--- config.mk ---
export PLATFORM = sky130hd
export DESIGN_NAME = zuart_rx
export DESIGN_NICKNAME = d
export VERILOG_FILES = /design/src/rtl/zuart_rx.sv
export SDC_FILE = /design/constraint.sdc
export NUM_CORES = 1
export LEC_CHECK = 0
export ABC_AREA = 1
export BUFFER_PORTS_ARGS = -buffer_cell sky130_fd_sc_hd__clkbuf_2
export CORE_MARGIN = 1
export CORE_UTILIZATION = 59
export CTS_BUF_LIST = sky130_fd_sc_hd__clkbuf_16
export DETAILED_ROUTE_END_ITERATION = 12
export HOLD_SLACK_MARGIN = 0.15
export PLACE_DENSITY = 0.87
export SLEW_MARGIN = 20
export SYNTH_ARGS = -nofsm -noshare
export SYNTH_HDL_FRONTEND = slang
export SYNTH_SLANG_ARGS = --single-unit
export TNS_END_PERCENT = 1
--- constraint.sdc ---
create_clock -name iClk -period 2.1 [get_ports iClk]
set_clock_uncertainty 0.05 [all_clocks]
set_input_delay 0.315 -clock iClk [delete_from_list [all_inputs] [get_ports iClk]]
set_output_delay 0.315 -clock iClk [all_outputs]
set_load 0.02 [all_outputs]
--- src/rtl/zuart_rx.sv ---
// zuart_rx -- UART receiver, 8N1, fixed baud set by Freq_divider (clocks per bit).
//
// Ports:
//   iClk       single clock, all state changes on its rising edge
//   iRst_N     asynchronous active-low reset
//   iEn        receive enable; low forces IDLE on the next edge
//   iRxD       serial line: idle high, start low, 8 data bits LSB first, stop high
//   oData      last correctly framed byte
//   oValid     one-cycle pulse when oData updates
//   oFrameErr  one-cycle pulse when the stop bit samples low
//   oBusy      high whenever the receiver is not IDLE
//   oState     current FSM state (debug visibility)
//
// Handshake: oValid and oFrameErr are single-cycle strobes with no ready;
// a consumer must capture oData in the cycle oValid is high.
module zuart_rx #(
  parameter int Freq_divider = 50
) (
  input  logic       iClk,
  input  logic       iRst_N,
  input  logic       iEn,
  input  logic       iRxD,
  output logic [7:0] oData,
  output logic       oValid,
  output logic       oFrameErr,
  output logic       oBusy,
  output logic [2:0] oState
);

  typedef enum logic [2:0] {
    IDLE  = 3'd0,
    START = 3'd1,
    DATA  = 3'd2,
    STOP  = 3'd3,
    BREAK = 3'd4
  } state_t;

  // Full-width compare values: end of a whole bit, and end of half a bit.
  localparam logic [15:0] cFullM1 = 16'(Freq_divider - 1);
  localparam logic [15:0] cHalfM1 = 16'((Freq_divider / 2) - 1);

  state_t      state;
  logic [15:0] bitCnt;
  logic [2:0]  bitIdx;
  logic [7:0]  shiftReg;
  logic        rxMeta;
  logic        rxS;

  // Two-flop synchronizer; resets to the idle line level so that reset
  // release never looks like a start bit.
  always_ff @(posedge iClk or negedge iRst_N) begin
    if (!iRst_N) begin
      rxMeta <= 1'b1;
      rxS    <= 1'b1;
    end else begin
      rxMeta <= iRxD;
      rxS    <= rxMeta;
    end
  end

  always_ff @(posedge iClk or negedge iRst_N) begin
    if (!iRst_N) begin
      state     <= IDLE;
      bitCnt    <= 16'd0;
      bitIdx    <= 3'd0;
      shiftReg  <= 8'h00;
      oData     <= 8'h00;
      oValid    <= 1'b0;
      oFrameErr <= 1'b0;
    end else begin
      // Strobes default low so each can only last one cycle.
      oValid    <= 1'b0;
      oFrameErr <= 1'b0;
      if (!iEn) begin
        state  <= IDLE;
        bitCnt <= 16'd0;
        bitIdx <= 3'd0;
      end else begin
        case (state)
          IDLE: begin
            bitCnt <= 16'd0;
            if (!rxS) state <= START;
          end
          START: begin
            // Re-check the line half a bit in, rejecting short glitches.
            if (bitCnt == cHalfM1) begin
              bitCnt <= 16'd0;
              if (!rxS) begin
                state  <= DATA;
                bitIdx <= 3'd0;
              end else begin
                state <= IDLE;
              end
            end else begin
              bitCnt <= bitCnt + 16'd1;
            end
          end
          DATA: begin
            // Counter restarted at mid-start, so each sample lands mid-bit.
            if (bitCnt == cFullM1) begin
              bitCnt           <= 16'd0;
              shiftReg[bitIdx] <= rxS;
              if (bitIdx == 3'd7) state <= STOP;
              else                bitIdx <= bitIdx + 3'd1;
            end else begin
              bitCnt <= bitCnt + 16'd1;
            end
          end
          STOP: begin
            if (bitCnt == cFullM1) begin
              bitCnt <= 16'd0;
              if (rxS) begin
                oData  <= shiftReg;
                oValid <= 1'b1;
                state  <= IDLE;
              end else begin
                oFrameErr <= 1'b1;
                state     <= BREAK;
              end
            end else begin
              bitCnt <= bitCnt + 16'd1;
            end
          end
          BREAK: begin
            // Wait out a held-low line so it reports only one framing error.
            bitCnt <= 16'd0;
            if (rxS) state <= IDLE;
          end
          default: begin
            state  <= IDLE;
            bitCnt <= 16'd0;
            bitIdx <= 3'd0;
          end
        endcase
      end
    end
  end

  assign oBusy  = (state != IDLE);
  assign oState = state;

endmodule

==> results of run 1 <==
==> logic make-up (layout without fill, tap and decap cells) <==
group / after synthesis / count (layout) / share of synthesized area [%]
buf+inv: 53 / 78 / 9.887
xor+xnor: 12 / 12 / 4.538
flops: 42 / 42 / 45.49
simple gates: 169 / 169 / 34.79
fa+ha+maj: 5 / 5 / 2.701
compound gates: 12 / 12 / 2.593
==> how the worst max path moves through the flow <==
stage,to,depth (start not counted)
2_1_floorplan,bitIdx[0],10
3_3_place_gp,bitIdx[0],10
3_5_place_dp,bitIdx[2],10
4_1_cts,bitIdx[2],10
5_1_grt,bitIdx[2],10
6_report,bitIdx[2],10
==> sequential cells by signal (all words and copies together) (netlist names) <==
| register | flops |
|---|---|
| oState | 3 |
| rxMeta | 1 |
| oFrameErr | 1 |
| bitIdx | 3 |
| oData | 8 |
| oValid | 1 |
| rxS | 1 |
| shiftReg | 8 |
| bitCnt | 16 |
==> through the flow <==
stage               cell area (um2)  hold slack, ns  std cells
global placement               2430          0.2967        356
CTS                            2620          0.3070        366
detailed placement             2430          0.2982        356
floorplan                      2316        -0.03059        293
finish                         2620          0.3050        366
global route                   2620          0.3076        366
==> area by class of cell <==
class	count	area (um2)
clock buffers	5	125.1
inverters	50	190.2
flip-flops and latches	42	1054
fillers	297	1096
clock inverters	3	45.04
multi-input cells	198	1033
well taps	48	60.06
repair buffers	20	112.6
==> routing by layer <==
layer	track usage, %	vias up	routed length [um]
met5	0	-	0
met4	10.83	0	106
met3	5.458	14	211
met2	41.05	50	2098
met1	31.48	869	1995
li1	-	947	-
==> cell usage in the layout (no fill, tap or decap), drive strengths merged <==
master	Yosys	final
nand3	22	22
xnor2	3	3
nor3	5	5
dlygate4sd3	0	2
buf	3	1
o21ai	9	9
bufinv	0	1
dfrtp	40	40
ha	5	5
nor3b	2	2
dfstp	2	2
inv	49	49
nand2	82	82
a21oi	3	3
nor2	48	48
clkinvlp	0	2
clkinv	1	1
nand4	10	10
clkbuf	0	22
xor2	9	9
==> timing repair <==
item                                    in CTS  in global routing
endpoints found under the setup margin       0                  0
hold buffers                                 2                  0
hold endpoints to repair                    29                  0
==> power groups by stage <==
| stage | combinational [mW] | clock, mW | sequential (mW) |
|---|---|---|---|
| 3_3_place_gp | 0.350 | 0 | 0.902 |
| 2_1_floorplan | 0.278 | 0 | 0.910 |
| 3_5_place_dp | 0.362 | 0 | 0.907 |
| 6_report | 0.367 | 0.876 | 0.892 |
| 5_1_grt | 0.416 | 0.921 | 0.898 |
| 4_1_cts | 0.367 | 0.885 | 0.891 |
==> flow_metrics.tcl, run 1 <==
set metrics [dict create \
    hold_start "rxMeta" \
    dieArea_um2 4180 \
    vias 1880 \
    ys_seq_elements 42 \
    leakagePower_nw 1.290 \
    cp_max_fo 6 \
    cp_slowest_cell "dfrtp_1" \
    criticalPathCategory "reg -> reg" \
    antenna_found_initial 0 \
    ys_warn_count 0 \
    postRouteAntennaNets 0 \
    track_usage_pct 24.91 \
    min_to "rxS" \
    synth_edf_count 0 \
    initial_core_util_pct 62.32 \
    hold_violations 0 \
    p_int_mw 1.506 \
    worstHoldPathCells 0 \
    finalCritPeriodShare_pct 84.27 \
    syn2layout_area_growth_pct 13.13 \
    clock_path_buffers 2 \
    ctsResizeCount 0 \
    clk_latency_ns 0.29 \
    setup_viol 0 \
    cpPeakStageDelay_ns 0.43 \
    clock.fmax_ghz 0.5651 \
    post-synth-top-area-cell "dfrtp_1" \
    grt_max_degree 32 \
    syn_inst 293 \
    p_total_mw 2.135 \
    synth.most_common_cell "nand2_1" \
    grt_pass1_wl_um 7783 \
    rows 22 \
    r2r-start "bitIdx[1]" \
    drv_cap 0 \
    wl_per_cell_um 12.05 \
    remaining_drc_errors 0 \
    syn_avg_cell_area_um2 7.904 \
    slew_headroom_pct 49.35 \
    cpMostUsedCell "nand2_1" \
    nNetsFinal 326 \
    seqPwrFrac_pct 41.8 \
    vdd_ir_drop_max_mv 0.4866 \
    dpl.hpwl_um 2987 \
    r2r_setup_slack_ns 0.33 \
    worst_pin_slew_ns 0.7598 \
    numPortBuffers 17 \
    syn_area_um2 2316 \
    final_util_pct 70.51 \
    clk_pin_slew_ns 0.06 \
    synthTopCellsByArea "dfrtp_1 43%, nand2_1 13%, inv_1 7.6%" \
    grt_overflow 0 \
    cp_top_family "simple AND/OR/NAND/NOR gates" \
    min_period_ns 1.770 \
    finalMaxSlewViolations 0 \
    outcome "finished clean" \
    grt_pass1_vias 1774 \
    holdCritPathClass "reg -> reg" \
    layout-drive-gt1-share_pct 16.67 \
    syn-num-nets 302 \
    grt_setup_unrepaired "false" \
    tritoncts "yes" \
    clock_sinks 42 \
    die_x_um 64.65 \
    synth_top_area_share_pct 43.22 \
    cts_root_buffer "clkbuf_16" \
    synth_common_cells "78 x nand2_1, 47 x inv_1, 40 x dfrtp_1, 32 x nor2_1, 21 x nand3_1" \
    firstDrtPassIters 4 \
    combPwrFrac_pct 17.2 \
    cts_made_buffers 5 \
    antenna_cells 0 \
    critPathRequiredTime_ns 2.22 \
    worstSetupStartpointType "register" \
    clockPowerShare_pct 41.1 \
    ios 18 \
    gp_routability_congestion 0.8879 \
    crit_start "bitIdx[1]" \
    via_per_inst 5.137 \
    finalSetupTns_ns 0 \
    p_sw_uw 629.0 \
    pwr_density_cell_nw_per_um2 814.9 \
    r2r_end "bitIdx[2]" \
    wirelength_um 4412 \
    fin_ws_ns 0.3304 \
    crit_chain "ha_1 -> ha_1 -> inv_1 -> nand2_1 -> nand2_1 -> nand2_1 -> a21oi_1 -> nand3_1 -> nand2_1 -> nand2_1" \
    core-area_um2 3716 \
    ys_dominant_reg_cell "dfrtp_1" \
    place_worst_setup_slack_ns 0.3478 \
    die_h_um 64.65 \
    cp_num_buf_inv 1 \
    ys_async_sr_fraction_pct 100.0 \
    r2r_cells 10 \
    switching_share_pct 29.46 \
    cts_max_level 2 \
    arrival_ns 1.89 \
    drtIter0Drc 93 \
    synthDistinctLibCells 27 \
    ys_seq_area_share_pct 45.49 \
    cts_setup_buffers 0 \
    cp-end-kind "register" \
]
Power figures use the tool's default switching activity.
==> inputs of run 2 (changes only) <==
--- a/config.mk
+++ b/config.mk
@@ -5,7 +5,7 @@
 export SDC_FILE = /design/constraint.sdc
 export NUM_CORES = 1
 export LEC_CHECK = 0
-export ABC_AREA = 1
+export ABC_AREA = 0
 export BUFFER_PORTS_ARGS = -buffer_cell sky130_fd_sc_hd__clkbuf_2
 export CORE_MARGIN = 1
 export CORE_UTILIZATION = 59
==> constraint.sdc (replaced) <==
create_clock -name iClk -period 1.75 [get_ports iClk]
set_clock_uncertainty 0.05 [all_clocks]
set_input_delay 0.2625 -clock iClk [delete_from_list [all_inputs] [get_ports iClk]]
set_output_delay 0.2625 -clock iClk [all_outputs]
set_load 0.02 [all_outputs]
==> flow_metrics.tcl, run 2 <==
set metrics [dict create \
    finalCritPeriodShare_pct 112.0 \
    slew_headroom_pct 71.33 \
    ios 18 \
    fin_ws_ns -0.2103 \
    met3WireLength_um 200 \
    cts_made_buffers 5 \
    cp_max_fo 4 \
    synth-compound-area-share_pct 5.543 \
    synthMuxAreaShare_pct 8.834 \
    crit_start "bitCnt[1]" \
    vdd_ir_drop_max_mv 0.6404 \
    post-synth-top-area-cell "dfrtp_1" \
    fill_cells 199 \
    dieArea_um2 3919 \
    r2r-start "bitCnt[1]" \
    grt_overflow 0 \
    ys_seq_area_share_pct 48.61 \
    worstSetupStartpointType "register" \
    pwr_density_cell_nw_per_um2 750.0 \
    synthXorXnorAreaFrac_pct 5.254 \
    rows 21 \
    leakagePower_nw 1.302 \
    top_register "bitCnt" \
    worst_pin_slew_ns 0.4300 \
    syn_area_um2 2167 \
    synthDistinctLibCells 43 \
    synth_top_family_by_area "simple AND/OR/NAND/NOR gates" \
    setup_viol 29 \
    antenna_cells 0 \
    synth_edf_count 0 \
    finalInstanceArea_um2 2789 \
    hold_violations 0 \
    synth.most_common_cell "dfrtp_1" \
    synth_top_area_share_pct 46.19 \
    layout-drive-gt1-share_pct 40.71 \
    remaining_drc_errors 0 \
    wirelength_um 4968 \
    finalSetupTns_ns -2.765 \
    drv_cap 0 \
    synthAdderAreaFrac_pct 2.887 \
    track_usage_pct 27.33 \
    top_layer_used "met4" \
    cp-endpoint "shiftReg[6]" \
    regArea_um2 1056 \
    synthSimpleGateAreaFrac_pct 23.85 \
    top_regs "bitCnt (16), oData (8), shiftReg (8)" \
    clk_latency_ns 0.28 \
    layout_common_cells "38 x dfrtp_1, 35 x buf_4, 19 x nor2_1, 17 x clkbuf_2, 16 x mux2_2" \
    r2r_end "shiftReg[6]" \
    initial_core_util_pct 63.44 \
    wl_met2_um 2568 \
    die_x_um 62.61 \
    r2r_cells 7 \
    drt-met1-wl_um 2129 \
    min_period_ns 1.960 \
    grt_max_degree 29 \
    arrival_ns 2.08 \
    outcome "finished with violations" \
    largest_reg_flops 16 \
    postRouteAntennaNets 0 \
    tritoncts "yes" \
    clock_path_buffers 2 \
    violations "setup timing" \
    cts_max_level 2 \
    syn_avg_cell_area_um2 11.11 \
    synth_common_cells "40 x dfrtp_1, 19 x nor2_1, 17 x mux2_2, 13 x nand4_1, 10 x nand3_1" \
    ys_warn_count 0 \
    synthTopCellsByArea "dfrtp_1 46%, mux2_2 8.8%, nand4_1 3.8%" \
    dpl.hpwl_um 3145 \
    firstDrtPassIters 4 \
    r2r_setup_slack_ns -0.21 \
    grt_setup_unrepaired "true" \
    syn2layout_area_growth_pct 28.69 \
    clock.fmax_ghz 0.5101 \
    die_h_um 62.61 \
    finalMaxSlewViolations 0 \
    antenna_found_initial 0 \
    syn_inst 195 \
    clk_pin_slew_ns 0.06 \
    multi_input_area_um2 1089 \
    ys_async_sr_fraction_pct 100.0 \
    ys_dominant_reg_cell "dfrtp_1" \
    cts_root_buffer "clkbuf_16" \
    via_per_inst 5.846 \
    gp_routability_congestion 0.8670 \
    core-area_um2 3416 \
    syn-num-nets 204 \
    clock_sinks 42 \
    final_util_pct 81.65 \
    ys_seq_elements 42 \
    dpl_cell_area_um2 2530 \
    grt_pass1_vias 1737 \
    drtIter0Drc 137 \
    holdCritPathClass "reg -> reg" \
    cp-end-kind "register" \
    grt_pass1_wl_um 8238 \
    vias 1748 \
    critPathRequiredTime_ns 1.87 \
    nNetsFinal 261 \
    final_common_cell "dfrtp_1" \
    criticalPathCategory "reg -> reg" \
    numPortBuffers 17 \
    wl_per_cell_um 16.62 \
]
==> run 2: cell families (layout without fill, tap and decap cells) <==
group | Yosys count | after routing
AND/OR/NAND/NOR | 86 | 86
flip-flops | 42 | 42
AO/OA/AOI/OAI | 17 | 17
adder cells (fa/ha/maj) | 5 | 5
buffers and inverters | 15 | 73
XOR/XNOR | 13 | 13
multiplexers | 17 | 17
==> run 2: worst max-delay path, stage by stage, from the launching register on <==
cell and delay, ns:
dfrtp_1 0.39, inv_2 0.06, ha_1 0.13, and4b_2 0.26
nand4_1 0.19, buf_4 0.20, nor4_2 0.21, mux2_2 0.36
==> run 2: how the worst min path moves through the flow <==
stage | from | to | slack (ns) | cells after the start
2_1_floorplan | iRst_N | bitCnt[0] | -0.08 | 0
3_3_place_gp | iRst_N | oState[2] | 0.16 | 1
3_5_place_dp | iRst_N | oState[2] | 0.17 | 1
4_1_cts | rxMeta | rxS | 0.31 | 0
5_1_grt | rxMeta | rxS | 0.31 | 0
6_report | rxMeta | rxS | 0.31 | 0
==> run 2: area by class of cell <==
class                      count  share of cell area (%)
timing repair buffer          56                   14.45
multi-input combinational    138                   39.03
inverter                       9                   1.211
tap                           46                   2.064
clock inverter                 3                  0.8973
clock buffer                   5                   4.486
sequential                    42                   37.86
==> run 2: power by group <==
part           total, mW  leakage, nW  switching, mW  internal [mW]
Sequential         0.993        0.575         0.0106          0.983
Combinational      0.168        0.656         0.0976         0.0703
Clock              0.930       0.0704          0.395          0.536
Total               2.09         1.30          0.503           1.59
==> run 2: repair_timing <==
action,in CTS,in global routing
pin swaps,3,2
gates resized for setup,13,3
cloned,0,0
hold endpoints to repair,13,0
endpoints found under the setup margin,38,39
setup buffers,2,0
hold buffers,2,0
==> run 2: stage by stage <==
stage                     std cells  power [mW]  worst slack (ns)  hold slack (ns)
after global placement          287       1.149           -0.1582           0.1609
after global routing            299       2.152           -0.2624           0.3088
after CTS                       299       2.090           -0.1924           0.3062
after detailed placement        287       1.152           -0.2194           0.1675
final                           299       2.092           -0.2103           0.3052
after floorplan                 195       1.099           -0.1498         -0.08309
==> run 2: layer usage <==
| layer | up-vias | track usage (%) |
|---|---|---|
| met4 | 0 | 8.721 |
| met2 | 50 | 47.28 |
| met5 | - | 0 |
| met3 | 8 | 5.474 |
| li1 | 817 | - |
| met1 | 873 | 34.18 |
